<file path="config.mk">
export PLATFORM = sky130hd
export DESIGN_NAME = ifu_seq_ctrl_flat
export DESIGN_NICKNAME = d
export VERILOG_FILES = /design/src/rtl/ifu_pkg.sv /design/src/rtl/ifu_seq_ctrl_if.sv /design/src/rtl/ifu_seq_ctrl_fetch_timer.sv /design/src/rtl/ifu_seq_ctrl.sv /design/src/flat_wrapper.sv
export SDC_FILE = /design/constraint.sdc
export NUM_CORES = 1
export LEC_CHECK = 0
export CORE_MARGIN = 1
export CORE_UTILIZATION = 44
export CTS_CLUSTER_SIZE = 28
export DETAILED_ROUTE_END_ITERATION = 8
export PLACE_DENSITY = 0.78
export SLEW_MARGIN = 20
export SYNTH_ARGS = -nofsm -noshare
export SYNTH_HDL_FRONTEND = slang
export SYNTH_SLANG_ARGS = --single-unit
export TNS_END_PERCENT = 5
</file>
<file path="constraint.sdc">
create_clock -name clk -period 1.6 [get_ports clk]
set_input_delay 0.48 -clock clk [delete_from_list [all_inputs] [get_ports clk]]
set_output_delay 0.48 -clock clk [all_outputs]
set_load 0.1 [all_outputs]
</file>
<file path="src/rtl/ifu_pkg.sv">
// Shared definitions for the instruction fetch unit sequencer: opcodes,
// next-PC select encodings and the controller state encoding.
package ifu_pkg;

  localparam int unsigned OP_W  = 6;
  localparam int unsigned NPC_W = 2;

  localparam logic [OP_W-1:0] OP_J    = 6'h02;
  localparam logic [OP_W-1:0] OP_BEQ  = 6'h04;
  localparam logic [OP_W-1:0] OP_HALT = 6'h3F;

  localparam logic [NPC_W-1:0] NPC_SEQ = 2'b00;
  localparam logic [NPC_W-1:0] NPC_BEQ = 2'b01;
  localparam logic [NPC_W-1:0] NPC_JMP = 2'b10;

  typedef enum logic [2:0] {
    S_IDLE,
    S_FETCH,
    S_DECODE,
    S_EXEC,
    S_UPDATE,
    S_HALT,
    S_ERR
  } state_e;

endpackage

</file>
<file path="src/rtl/ifu_seq_ctrl_if.sv">
// Handshake bundle between the sequencer and the ifu / imem / datapath.
// The step input exists only when IFU_SEQ_STEP_EN is defined.
interface ifu_seq_ctrl_if #(
  parameter int unsigned CNT_W = 16
);
  logic             run;
`ifdef IFU_SEQ_STEP_EN
  logic             step;
`endif
  logic             imem_ack;
  logic [5:0]       ir_op;
  logic             ex_done;
  logic             zero;
  logic             imem_req;
  logic             ir_we;
  logic             pc_we;
  logic [1:0]       npc_sel;
  logic             br_zero;
  logic             busy;
  logic             halted;
  logic             fetch_err;
  logic [CNT_W-1:0] retired;

  // Controller side
  modport master (
`ifdef IFU_SEQ_STEP_EN
    input  step,
`endif
    input  run, imem_ack, ir_op, ex_done, zero,
    output imem_req, ir_we, pc_we, npc_sel, br_zero, busy, halted,
           fetch_err, retired
  );

  // Environment side
  modport slave (
`ifdef IFU_SEQ_STEP_EN
    output step,
`endif
    output run, imem_ack, ir_op, ex_done, zero,
    input  imem_req, ir_we, pc_we, npc_sel, br_zero, busy, halted,
           fetch_err, retired
  );
endinterface

</file>
<file path="src/rtl/ifu_seq_ctrl_fetch_timer.sv">
// Loadable / clearable up-counter with a terminal-count flag, used to bound
// how long the sequencer waits in FETCH for an imem acknowledge.
module fetch_timer #(
  parameter int unsigned TMR_W = 4
) (
  input  logic             clk,
  input  logic             reset,
  input  logic             clr,
  input  logic             load,
  input  logic [TMR_W-1:0] load_val,
  input  logic             inc,
  input  logic [TMR_W-1:0] limit,
  output logic [TMR_W-1:0] count,
  output logic             tc
);

  logic [TMR_W-1:0] count_q;

  // Counter register: clear has priority over load, load over increment
  always_ff @(posedge clk or posedge reset) begin
    if (reset) begin
      count_q <= '0;
    end else if (clr) begin
      count_q <= '0;
    end else if (load) begin
      count_q <= load_val;
    end else if (inc) begin
      count_q <= count_q + TMR_W'(1);
    end
  end

  assign count = count_q;
  assign tc    = (count_q == limit);

endmodule

</file>
<file path="src/rtl/ifu_seq_ctrl.sv">
// Multi-cycle fetch/decode/execute/update sequencer for the ifu.
// Optional single-step mode: define IFU_SEQ_STEP_EN.
module ifu_seq_ctrl
  import ifu_pkg::*;
#(
  parameter int unsigned TIMEOUT_CYC = 15,
  parameter int unsigned TMR_W       = 4,
  parameter int unsigned CNT_W       = 16
) (
  input logic            clk,
  input logic            reset,
  ifu_seq_ctrl_if.master bus
);

  state_e             state_q, state_d;
  logic [NPC_W-1:0]   npc_sel_q, npc_sel_d;
  logic               br_zero_q, br_zero_d;
  logic [CNT_W-1:0]   retired_q, retired_d;
  logic               imem_req_q, pc_we_q, busy_q, halted_q, fetch_err_q;
  logic               ir_we_c;
  logic               tmr_clr, tmr_inc, tmr_tc;
  logic [TMR_W-1:0]   tmr_count;

  fetch_timer #(
    .TMR_W (TMR_W)
  ) u_fetch_timer (
    .clk      (clk),
    .reset    (reset),
    .clr      (tmr_clr),
    .load     (1'b0),
    .load_val ({TMR_W{1'b0}}),
    .inc      (tmr_inc),
    .limit    (TMR_W'(TIMEOUT_CYC - 1)),
    .count    (tmr_count),
    .tc       (tmr_tc)
  );

  // State, datapath-facing holds and Moore outputs (decoded from next state)
  always_ff @(posedge clk or posedge reset) begin
    if (reset) begin
      state_q     <= S_IDLE;
      npc_sel_q   <= NPC_SEQ;
      br_zero_q   <= 1'b0;
      retired_q   <= '0;
      imem_req_q  <= 1'b0;
      pc_we_q     <= 1'b0;
      busy_q      <= 1'b0;
      halted_q    <= 1'b0;
      fetch_err_q <= 1'b0;
    end else begin
      state_q     <= state_d;
      npc_sel_q   <= npc_sel_d;
      br_zero_q   <= br_zero_d;
      retired_q   <= retired_d;
      imem_req_q  <= (state_d == S_FETCH);
      pc_we_q     <= (state_d == S_UPDATE);
      busy_q      <= !(state_d inside {S_IDLE, S_HALT, S_ERR});
      halted_q    <= (state_d == S_HALT);
      fetch_err_q <= (state_d == S_ERR);
    end
  end

  // Next-state, register updates, timer control and the ir_we strobe
  always_comb begin
    state_d   = state_q;
    npc_sel_d = npc_sel_q;
    br_zero_d = br_zero_q;
    retired_d = retired_q;
    ir_we_c   = 1'b0;
    tmr_clr   = 1'b1;
    tmr_inc   = 1'b0;

    unique case (state_q)
      S_IDLE: begin
`ifdef IFU_SEQ_STEP_EN
        if (bus.run && bus.step) state_d = S_FETCH;
`else
        if (bus.run) state_d = S_FETCH;
`endif
      end

      S_FETCH: begin
        ir_we_c = bus.imem_ack;
        // An ack on the terminal-count cycle still wins over the timeout
        if (bus.imem_ack) begin
          state_d = S_DECODE;
        end else begin
          tmr_clr = 1'b0;
          tmr_inc = 1'b1;
          if (tmr_tc) state_d = S_ERR;
        end
      end

      S_DECODE: begin
        if (bus.ir_op == OP_HALT) begin
          state_d = S_HALT;
        end else if (bus.ir_op == OP_J) begin
          npc_sel_d = NPC_JMP;
          state_d   = S_UPDATE;
        end else if (bus.ir_op == OP_BEQ) begin
          npc_sel_d = NPC_BEQ;
          state_d   = S_EXEC;
        end else begin
          npc_sel_d = NPC_SEQ;
          state_d   = S_EXEC;
        end
      end

      S_EXEC: begin
        if (bus.ex_done) begin
          br_zero_d = (npc_sel_q == NPC_BEQ) && bus.zero;
          state_d   = S_UPDATE;
        end
      end

      S_UPDATE: begin
        retired_d = retired_q + CNT_W'(1);
`ifdef IFU_SEQ_STEP_EN
        state_d = S_IDLE;
`else
        state_d = bus.run ? S_FETCH : S_IDLE;
`endif
      end

      S_HALT: state_d = S_HALT;

      S_ERR: state_d = S_ERR;

      default: state_d = S_IDLE;
    endcase
  end

  // The timer value itself is only observed through its terminal count
  logic unused_tmr;
  assign unused_tmr = ^tmr_count;

  assign bus.imem_req  = imem_req_q;
  assign bus.ir_we     = ir_we_c;
  assign bus.pc_we     = pc_we_q;
  assign bus.npc_sel   = npc_sel_q;
  assign bus.br_zero   = br_zero_q;
  assign bus.busy      = busy_q;
  assign bus.halted    = halted_q;
  assign bus.fetch_err = fetch_err_q;
  assign bus.retired   = retired_q;

endmodule

</file>
<file path="src/flat_wrapper.sv">
// flat-port wrapper written by rule: the top's interface ports become plain ports
module ifu_seq_ctrl_flat import ifu_pkg::*;
#(
  parameter int unsigned TIMEOUT_CYC = 15,
  parameter int unsigned TMR_W       = 4,
  parameter int unsigned CNT_W       = 16
)
  (clk, reset, bus_run, bus_imem_ack, bus_ir_op, bus_ex_done, bus_zero, bus_imem_req, bus_ir_we, bus_pc_we, bus_npc_sel, bus_br_zero, bus_busy, bus_halted, bus_fetch_err, bus_retired);
  ifu_seq_ctrl_if #(.CNT_W(CNT_W)) bus_i ();
  input logic clk;
  input logic reset;
  input wire logic [$bits(bus_i.run)-1:0] bus_run;
  input wire logic [$bits(bus_i.imem_ack)-1:0] bus_imem_ack;
  input wire logic [$bits(bus_i.ir_op)-1:0] bus_ir_op;
  input wire logic [$bits(bus_i.ex_done)-1:0] bus_ex_done;
  input wire logic [$bits(bus_i.zero)-1:0] bus_zero;
  output wire logic [$bits(bus_i.imem_req)-1:0] bus_imem_req;
  output wire logic [$bits(bus_i.ir_we)-1:0] bus_ir_we;
  output wire logic [$bits(bus_i.pc_we)-1:0] bus_pc_we;
  output wire logic [$bits(bus_i.npc_sel)-1:0] bus_npc_sel;
  output wire logic [$bits(bus_i.br_zero)-1:0] bus_br_zero;
  output wire logic [$bits(bus_i.busy)-1:0] bus_busy;
  output wire logic [$bits(bus_i.halted)-1:0] bus_halted;
  output wire logic [$bits(bus_i.fetch_err)-1:0] bus_fetch_err;
  output wire logic [$bits(bus_i.retired)-1:0] bus_retired;
  assign bus_i.run = bus_run;
  assign bus_i.imem_ack = bus_imem_ack;
  assign bus_i.ir_op = bus_ir_op;
  assign bus_i.ex_done = bus_ex_done;
  assign bus_i.zero = bus_zero;
  assign bus_imem_req = bus_i.imem_req;
  assign bus_ir_we = bus_i.ir_we;
  assign bus_pc_we = bus_i.pc_we;
  assign bus_npc_sel = bus_i.npc_sel;
  assign bus_br_zero = bus_i.br_zero;
  assign bus_busy = bus_i.busy;
  assign bus_halted = bus_i.halted;
  assign bus_fetch_err = bus_i.fetch_err;
  assign bus_retired = bus_i.retired;
  ifu_seq_ctrl #(.TIMEOUT_CYC(TIMEOUT_CYC), .TMR_W(TMR_W), .CNT_W(CNT_W)) u_core (.clk(clk), .reset(reset), .bus(bus_i));
endmodule
</file>
# Yosys cells after proc, flatten, opt, wreduce, memory -nomap -nowiden
# Cells that the tools add are included.
op_classes:
  n_addsub: 2
  eq_ne: 15
  muxes: 17
  bitwise: 1
  n_reduce_logical: 8
ops:
  columns: ["cell", "count"]
  rows:
  - ["one-hot mux 3 bit (7 select lines)", 1]
  - ["equality test 3 bit, second input constant", 6]
  - ["two-way mux 3 bit", 6]
  - ["adder 16 x 1 -> 16 bit, second input constant", 1]
  - ["two-way mux 4 bit", 2]
  - ["two-way mux 1 bit", 7]
  - ["equality test 3 x 1 -> 1 bit, second input constant", 2]
  - ["equality test 3 x 2 -> 1 bit, second input constant", 2]
  - ["equality test 6 x 2 -> 1 bit, second input constant", 1]
  - ["equality test 6 x 3 -> 1 bit, second input constant", 1]
  - ["equality test 6 bit, second input constant", 1]
  - ["logical NOT 3 bit", 2]
  - ["adder 4 x 1 -> 4 bit, second input constant", 1]
  - ["equality test 4 bit, second input constant", 1]
  - ["AND reduction 2 bit", 2]
  - ["nonzero test 3 bit", 1]
  - ["equality test 2 x 1 -> 1 bit, second input constant", 1]
  - ["two-way mux 2 bit", 1]
  - ["nonzero test 2 bit", 1]
  - ["logical AND 1 bit", 1]
  - ["logical NOT 1 bit", 1]
  - ["NOT 1 bit", 1]
word_totals:
  ff_bits: 31
  in_bits: 12
  word_cells: 53

# Logic depth before layout (Yosys ltp)
# Gate-level depths: netlist of the first run.
depth:
  word_depth: 7
  mapped_depth: 7
  mapped_depth_nobuf: 7

# Hierarchy
# Synthesis of the first run repeated with hierarchy kept, for this count alone.
hier_totals:
  hier_cells: 149
  hier_area_um2: 1626.6
by_module_without_submodules:
  columns: ["mod", "instances", "cells_per_inst", "area_per_inst_um2", "seq_area_each_um2"]
  rows:
  - ["ifu_seq_ctrl", 1, 121, 1356.3, 675.6]
  - ["fetch_timer", 1, 28, 270.3, 100.1]

# Worst setup path after synthesis of the first run
# No wires, ideal clock.
synth_path:
  path_type: "flip-flop to flip-flop"
  startpoint: "register u_core.retired_q[2] (netlist: u_core.bus.retired[2])"
  endpoint: "register u_core.retired_q[13] (netlist: u_core.bus.retired[13])"
  setup_time_ps: 158
  arrival_ps: 1944
  slack_ps: -502
  stages_incl_launch_ff: 6
  path_buffers: 0
  period_less_slack_ps: 2102
  cell_sequence: "dfrtp_1 -> and3_1 -> nand4_2 -> nor2_1 -> nand3_1 -> xnor2_1"
synth_between:
  elab_chain_len: 1
synth_lines:
  columns: ["element", "line", "text"]
  rows:
  - ["from (decl)", "ifu_seq_ctrl.sv:18", "logic [CNT_W-1:0] retired_q, retired_d;"]
  - ["from (signal assigned)", "ifu_seq_ctrl.sv:54", "retired_q <= retired_d;"]
  - ["adder 16 x 1 -> 16 bit", "ifu_seq_ctrl.sv:117", "retired_d = retired_q + CNT_W'(1);"]
# No other way between the ends.
# A chain may end at the register's enable or synchronous reset.

# Final worst setup path of the first run
layout_path:
  startpoint: "register u_core.state_q[2]"
  endpoint: "register u_core.busy_q (netlist: u_core.bus.busy)"
layout_between:
  elab_chain_len: 6
layout_lines:
  columns: ["element", "line", "text"]
  rows:
  - ["from (decl)", "ifu_seq_ctrl.sv:15", "state_e state_q, state_d;"]
  - ["from (signal assigned)", "ifu_seq_ctrl.sv:51", "state_q <= state_d;"]
  - ["two-way mux 3 bit", "ifu_seq_ctrl.sv:90", "if (tmr_tc) state_d = S_ERR;"]
  - ["two-way mux 3 bit", "ifu_seq_ctrl.sv:85", "if (bus.imem_ack) begin"]
  - ["one-hot mux 3 bit (7 select lines) *", "ifu_seq_ctrl.sv:73", "unique case (state_q)"]
  - ["equality test 3 bit / logical NOT 3 bit (equally long branches)", "ifu_seq_ctrl.sv:57", "busy_q <= !(state_d inside {S_IDLE, S_HALT, S_ERR});"]
  - ["nonzero test 3 bit *", "ifu_seq_ctrl.sv:57", null]
  - ["logical NOT 1 bit *", "ifu_seq_ctrl.sv:57", null]
  - ["to (signal assigned)", "ifu_seq_ctrl.sv:57", null]
  - ["to (decl)", "ifu_seq_ctrl.sv:19", "logic imem_req_q, pc_we_q, busy_q, halted_q, fetch_err_q;"]
# Every way passes the cells marked *; elsewhere a longest branch is shown, timed or not.

==> run summary, run 1 <==
Status: complete, but fails checks
Failing checks: setup timing
Io pins: 37
Sequential share of the synthesized area: 51.5%
Crit. End Element: flop
Yosys cell types: 37
Global-route wire length before repair: 6890 µm
Critical Setup Path Class: reg2reg
Pre-Repair DR Iteration Count: 4
Syn nets: 148
FP Rows: 20
Reg2reg start: u_core.state_q[2]$_DFF_PP0_
Crit-path cells: buf_4, or4b_4, nor2_4, a211oi_4, xnor2_1, mux2_4
Ys async rst share: 100%
GRT Util Overall: 26.4%
Core area: 3150 µm²
PwrDens: 1760 nW/µm²
Fin Clk Skew: 0.00857 ns
Worst Setup SP: u_core.state_q[2]$_DFF_PP0_
Mux cell area share after synthesis: 2.16%
Static leakage: 1.14 nW
Vias in the first global route: 1,480
Fin. max-slew vios: 0
Initial Utilization: 47.8%
Post-Syn Area: 1510 µm²
Synth warn: 0
Synth Area in Compound Gates: 6.31%
Unrepaired setup endpoints after global routing: true
Final WL: 4550 µm
Maximum root-to-sink buffer count: 2
# clock sinks: 31
Ant diodes: 0
Post-Synth Adder-Cell Area: 2.49%
Max-cap check violation count: 0
Root Buffer: clkbuf_4
Synth Area in Simple Gates: 24.4%
Setup violators final: 17
Hold_buf cts: 0
I/O Buffers: 36
CTS Buf Count: 5
Clock tree from TritonCTS: done
Max IR drop VDD: 1080 µV
DR vias: 1,349
Worst Tran Pin Value: 0.313 ns
Final Cycle Share: 119%
Placed instance area: 2380 µm²
Nets: 219
Largest net degree at the start of global routing: 32
# DRC: 0
Xor/xnor share of the synthesized area: 10.5%
Die Y: 60.5 µm
Worst reg-to-reg path cell count: 6
Share of cells above drive strength 1: 50.7%
CP max-delay cell: or4b_4
Area of the multi-input gates: 771 µm²
Max incr delay on CP: 0.56 ns
Post-route design area: 2620 µm²
Worst hold path type: in2async
Setup ws final: -0.298 ns
Fill count: 172
Total global routing overflow: 0
Routability cong.: 0.833
Top FF cell, synth: dfrtp_1
Final Hold Fails: 0
Vias per std cell: 5.42
Avg WL per Cell: 18.3 µm
FF/Latch Area: 806 µm²
Die ar.: 3660 µm²
Setup_tns: -1.86 ns
Initial DRC count: 56
Critical path peak fanout: 3
Clk_lat worst skew: 0.33 ns
DIE WIDTH: 60.5 µm
Post-DP HPWL: 2800 µm
Crit path required time: 1.82 ns
ANT nets after route: 0
Critical path arrival: 2.12 ns
Antenna violations before repair: 0
Area Growth Syn to Fin: 73.6%
Slew HR: 78.8%
Post-Syn Instances: 133
Non-Filler Instances: 249
CP Launch Type: flop
Placed insts: 233
Final min period: 1.90 ns
Synthesized flop and latch total: 31
Util after Layout: 83.0%
H-tree levels: 2
Syn Area/Cell: 11.3 µm²
CTS clk-pin slew, worst paths: 0.11 ns
Fmax: 527 MHz
Largest family of logic cells by synthesized area: simple AND/OR/NAND/NOR gates
Post-synth EDFFs: 0
-- cells in the mapped netlist, types with 3 or more instances --
cell type  count  share of area [%]
inv_1          5                1.2
o21ai_0        3                1.0
nor2_1        11                2.7
nand3b_1       3                1.5
nand3_1        6                2.0
dfrtp_1       31                 51
ha_1           3                2.5
xor2_1         6                3.5
xnor2_1       12                7.0
nand2_1       13                3.2
nand4_1        3                1.2
and3_1         5                2.1
buf_4          3                1.5
-- per-stage QoR --
stage	power (mW)	hold slack (ns)	setup slack (ns)
after floorplan	2.51	0.451	-0.0903
after global placement	3.32	0.500	-0.583
after detailed placement	3.41	0.523	-0.731
after CTS	4.27	0.503	-0.225
after global routing	4.79	0.487	-0.350
final	4.62	0.489	-0.298
-- critical path: cells and delay by family, from the launching register on --
family	cells	cell delay [ns]
simple gates	2	0.69
flops	1	0.44
mux	1	0.30
buf+inv	1	0.15
xor+xnor	1	0.15
compound gates	1	0.07
-- per-layer routing --
metal	global-route usage (%)	up-vias	wire length, µm
met5	0	-	0
met4	10.7	0	92
met3	6.61	11	223
met2	51.2	63	2550
met1	26.7	675	1680
li1	-	600	-
-- path summary, 6_finish.rpt --
| path | slack [ns] | end |
|---|---|---|
| hold / removal | 0.49 | u_core.bus.retired[15]$_DFFE_PP0N_ |
| min in group clk | 0.53 | u_core.bus.retired[15]$_DFFE_PP0N_ |
| setup / recovery | -0.30 | u_core.bus.busy$_DFF_PP0_ |
| max in group asynchronous | 0.91 | u_core.bus.retired[1]$_DFFE_PP0N_ |
| setup reg to reg | -0.30 | u_core.bus.busy$_DFF_PP0_ |
| hold reg to reg | 0.53 | u_core.bus.retired[15]$_DFFE_PP0N_ |
-- sequential cells by signal (all words and copies together), names as in the netlist --
register	flops
u_core.bus.br_zero	1
u_core.bus.busy	1
u_core.bus.fetch_err	1
u_core.bus.halted	1
u_core.bus.imem_req	1
u_core.bus.npc_sel	2
u_core.bus.pc_we	1
u_core.bus.retired	16
u_core.state_q	3
u_core.u_fetch_timer.count	4
-- timing repair --
| action | in CTS | in global routing |
|---|---|---|
| setup buffers | 7 | 1 |
| pin swaps | 16 | 10 |
| resized for setup | 21 | 15 |
| endpoints found under the setup margin | 12 | 21 |
-- cell families (layout without fill, tap and decap cells) --
logic type | after synthesis | count (layout)
compound gates | 10 | 10
xor+xnor | 18 | 18
fa+ha+maj | 3 | 3
buf+inv | 8 | 80
flops | 31 | 31
mux | 3 | 3
simple gates | 60 | 60
-- cell usage in the layout, fill, tap and decap left out, drive strengths merged, types with 3 or more instances in the layout --
master	count
buf	56
dfrtp	31
nand2	13
xnor2	12
nor2	11
nand3	7
xor2	6
clkdlybuf4s50	6
clkbuf	6
and3	5
inv	5
nand4	4
o21ai	4
nand3b	3
ha	3
dlygate4sd2	3
nor3b	3
-- layout make-up --
cell class | instances | area share (%)
clock buffers | 6 | 1.96
clock inverters | 2 | 1.34
inverters | 5 | 0.813
multi-input cells | 94 | 29.4
flip-flops and latches | 31 | 30.8
well taps | 44 | 2.10
repair buffers | 67 | 33.6
-- power breakdown --
| group | switching (mW) | internal [mW] | total [mW] |
|---|---|---|---|
| combinational | 1.56 | 1.22 | 2.79 |
| clock | 0.291 | 0.369 | 0.660 |
| sequential | 0.213 | 0.959 | 1.17 |
| total | 2.07 | 2.55 | 4.62 |
No activity file was read; power rests on OpenSTA's default activity.
==> inputs of run 2 (changes only) <==
Settings changed: PLACE_DENSITY 0.78 to unset, PLACE_DENSITY_LB_ADDON set to 0.3.
==> run 2 against run 1 <==
The flow still finishes with violations (setup timing). Maximum frequency up 3.1%. Global-route usage shrank 0.40 points. Worst setup slack gained 0.058 ns. Clock power down 25%. Cell area fell by 0.14%. Total power down 5.1%. Register-to-register slack improved by 0.09 ns. Via count down 4.5%. Sequential share of layout area about the same. Non-clock buffer count grew 2. Critical path type is now reg2out.
==> run summary, run 2 (synthesis gave the netlist of run 1 again) <==
Status: complete, but fails checks
Failing checks: setup timing
Worst r2r dst: u_core.bus.busy$_DFF_PP0_
Post-DP HPWL: 2790 µm (-0.61%)
Maximum root-to-sink buffer count: 2 (unchanged)
# clock sinks: 31 (unchanged)
Root Buffer: clkbuf_4
Io pins: 37 (unchanged)
# DRC: 0 (unchanged)
Avg WL per Cell: 16.6 µm (-9.0%)
Clk network pwr share: 11.3% (-3.0 points)
Nets: 221 (+0.91%)
Placed insts: 233 (unchanged)
Area Growth Syn to Fin: 73.4%
Register-to-register setup slack: -0.21 ns (+0.09 ns)
Total global routing overflow: 0 (unchanged)
Placed instance area: 2380 µm² (unchanged)
Most frequent cells in the layout: buf_4, buf_12, dfrtp_1
Critical Setup Path Class: reg2out
Initial DRC count: 27 (-52%)
Pre-Repair DR Iteration Count: 4 (unchanged)
DIE WIDTH: 60.5 µm (unchanged)
CTS Buf Count: 5 (unchanged)
Sw Ratio: 44.8% (about the same)
CTS clk-pin slew, worst paths: 0.10 ns (about the same)
Die ar.: 3660 µm² (unchanged)
Setup_tns: -1.71 ns (+0.158 ns)
Final Hold Fails: 0 (unchanged)
Vias in the first global route: 1,472 (-0.54%)
Worst Setup SP: u_core.state_q[2]$_DFF_PP0_
Fmax: 543 MHz (+3.1%)
Max IR drop VDD: 1220 µV (+13%)
Worst hold path type: in2async
Max-cap check violation count: 0 (unchanged)
CP Launch Type: flop
Crit. End Element: primary output
Critical path peak fanout: 3 (unchanged)
Switch Pwr: 1.96 mW (-5.1%)
Crit path required time: 1.12 ns (-0.70 ns)
Worst Tran Pin Value: 0.339 ns (+0.0258 ns)
FP Rows: 20 (unchanged)
Antenna violations before repair: 0 (unchanged)
DR vias: 1,288 (-4.5%)
Slew HR: 77.1% (-1.7 points)
Global-route wire length before repair: 6640 µm (-3.6%)
Initial Utilization: 47.8% (unchanged)
Setup violators final: 16 (-1)
Routability cong.: 0.801 (-3.8%)
Setup ws final: -0.240 ns (+0.0578 ns)
Final WL: 4170 µm (-8.3%)
Static leakage: 1.14 nW (-0.65%)
GRT Util Overall: 26.0% (-0.40 points)
Commonest non-fill, non-tap cell in the layout: buf_4
Ant diodes: 0 (unchanged)
Die Y: 60.5 µm (unchanged)
Seq pwr share: 26.3% (+0.9 points)
Clk_lat worst skew: 0.34 ns (about the same)
Tot Pwr: 4.38 mW (-5.1%)
Post-route design area: 2610 µm² (-0.14%)
Worst reg-to-reg path cell count: 7 (+1)
Int Pwr: 2.42 mW (-5.1%)
Vias per std cell: 5.13 (-5.3%)
Largest net degree at the start of global routing: 32 (unchanged)
Share of cells above drive strength 1: 52.7% (+1.9 points)
Core area: 3150 µm² (unchanged)
Final min period: 1.84 ns (-0.0578 ns)
H-tree levels: 2 (unchanged)
Fin. max-slew vios: 0 (unchanged)
Reg2reg start: u_core.state_q[2]$_DFF_PP0_
Non-Filler Instances: 251 (+0.80%)
I/O Buffers: 36 (unchanged)
Setup slack at placement: -0.722 ns (+0.00931 ns)
ANT nets after route: 0 (unchanged)
Clock tree from TritonCTS: done
Max FFs per register: 16 (unchanged)
Fin Clk Skew: 0.00651 ns (-0.00207 ns)
Comb pwr share: 62.5% (+2.2 points)
PwrDens: 1680 nW/µm² (-5.0%)
Unrepaired setup endpoints after global routing: true
Final Cycle Share: 115% (-3.6 points)
Critical path arrival: 1.36 ns (-0.76 ns)
run 2: cell types whose count changed in the layout (fill, tap and decap cells not counted), sizes merged:
cell / change
buf: +2
bufinv: -1
dlygate4sd2: +1
clkbuf: +1
clkdlybuf4s15: -1
run 2: layout make-up:
cell class / count / area, µm²
sequential: 31 / 806
inverter: 5 / 18.8
tap: 44 / 55.1
multi-input combinational: 94 / 790
clock buffer: 7 / 55.1
fill: 177 / 539
timing repair buffer: 69 / 885
clock inverter: 1 / 5.00
run 2: repair_timing:
action                                  4_1_cts  5_1_grt
endpoints found under the setup margin       13       20
gates resized for setup                      20       15
setup buffers                                 9        1
hold buffers                                  0        0
pin swaps                                    14        9
run 2: power groups by stage:
stage | clock network, mW | logic [mW] | registers (mW)
final | 0.494 | 2.74 | 1.15
after global routing | 0.524 | 2.85 | 1.17
after CTS | 0.487 | 2.54 | 1.14
after detailed placement | 0 | 2.30 | 1.15
after global placement | 0 | 2.20 | 1.14
after floorplan | 0 | 0.761 | 1.75
run 2: worst max-delay path, cell delays in order, from the launching register on:
cell and delay (ns):
dfrtp_1 0.42, buf_6 0.14, nor2_4 0.08, and3_4 0.19
buf_12 0.17
run 2: how the worst max path moves through the flow:
| stage | slack [ns] | endpoint |
|---|---|---|
| after detailed placement | -0.72 | u_core.bus.busy$_DFF_PP0_ |
| after floorplan | -0.09 | u_core.bus.busy$_DFF_PP0_ |
| after CTS | -0.21 | bus_ir_we |
| final | -0.24 | bus_ir_we |
| after global placement | -0.58 | u_core.bus.busy$_DFF_PP0_ |
| after global routing | -0.27 | bus_ir_we |
run 2: metrics by stage:
step / util, % / hold WS [ns]
2_1_floorplan: - / 0.451
3_3_place_gp: 75.4 / 0.505
3_5_place_dp: 75.4 / 0.507
4_1_cts: 81.1 / 0.512
5_1_grt: 82.9 / 0.521
6_report: 82.9 / 0.495
run 2: metal layers:
metal  routed length (µm)  vias up  GRT usage, %
met4                   94        0          13.6
li1                     -      598             -
met1                 1480      639          25.0
met5                    0        -             0
met2                 2410       42          49.6
met3                  185        9          7.68
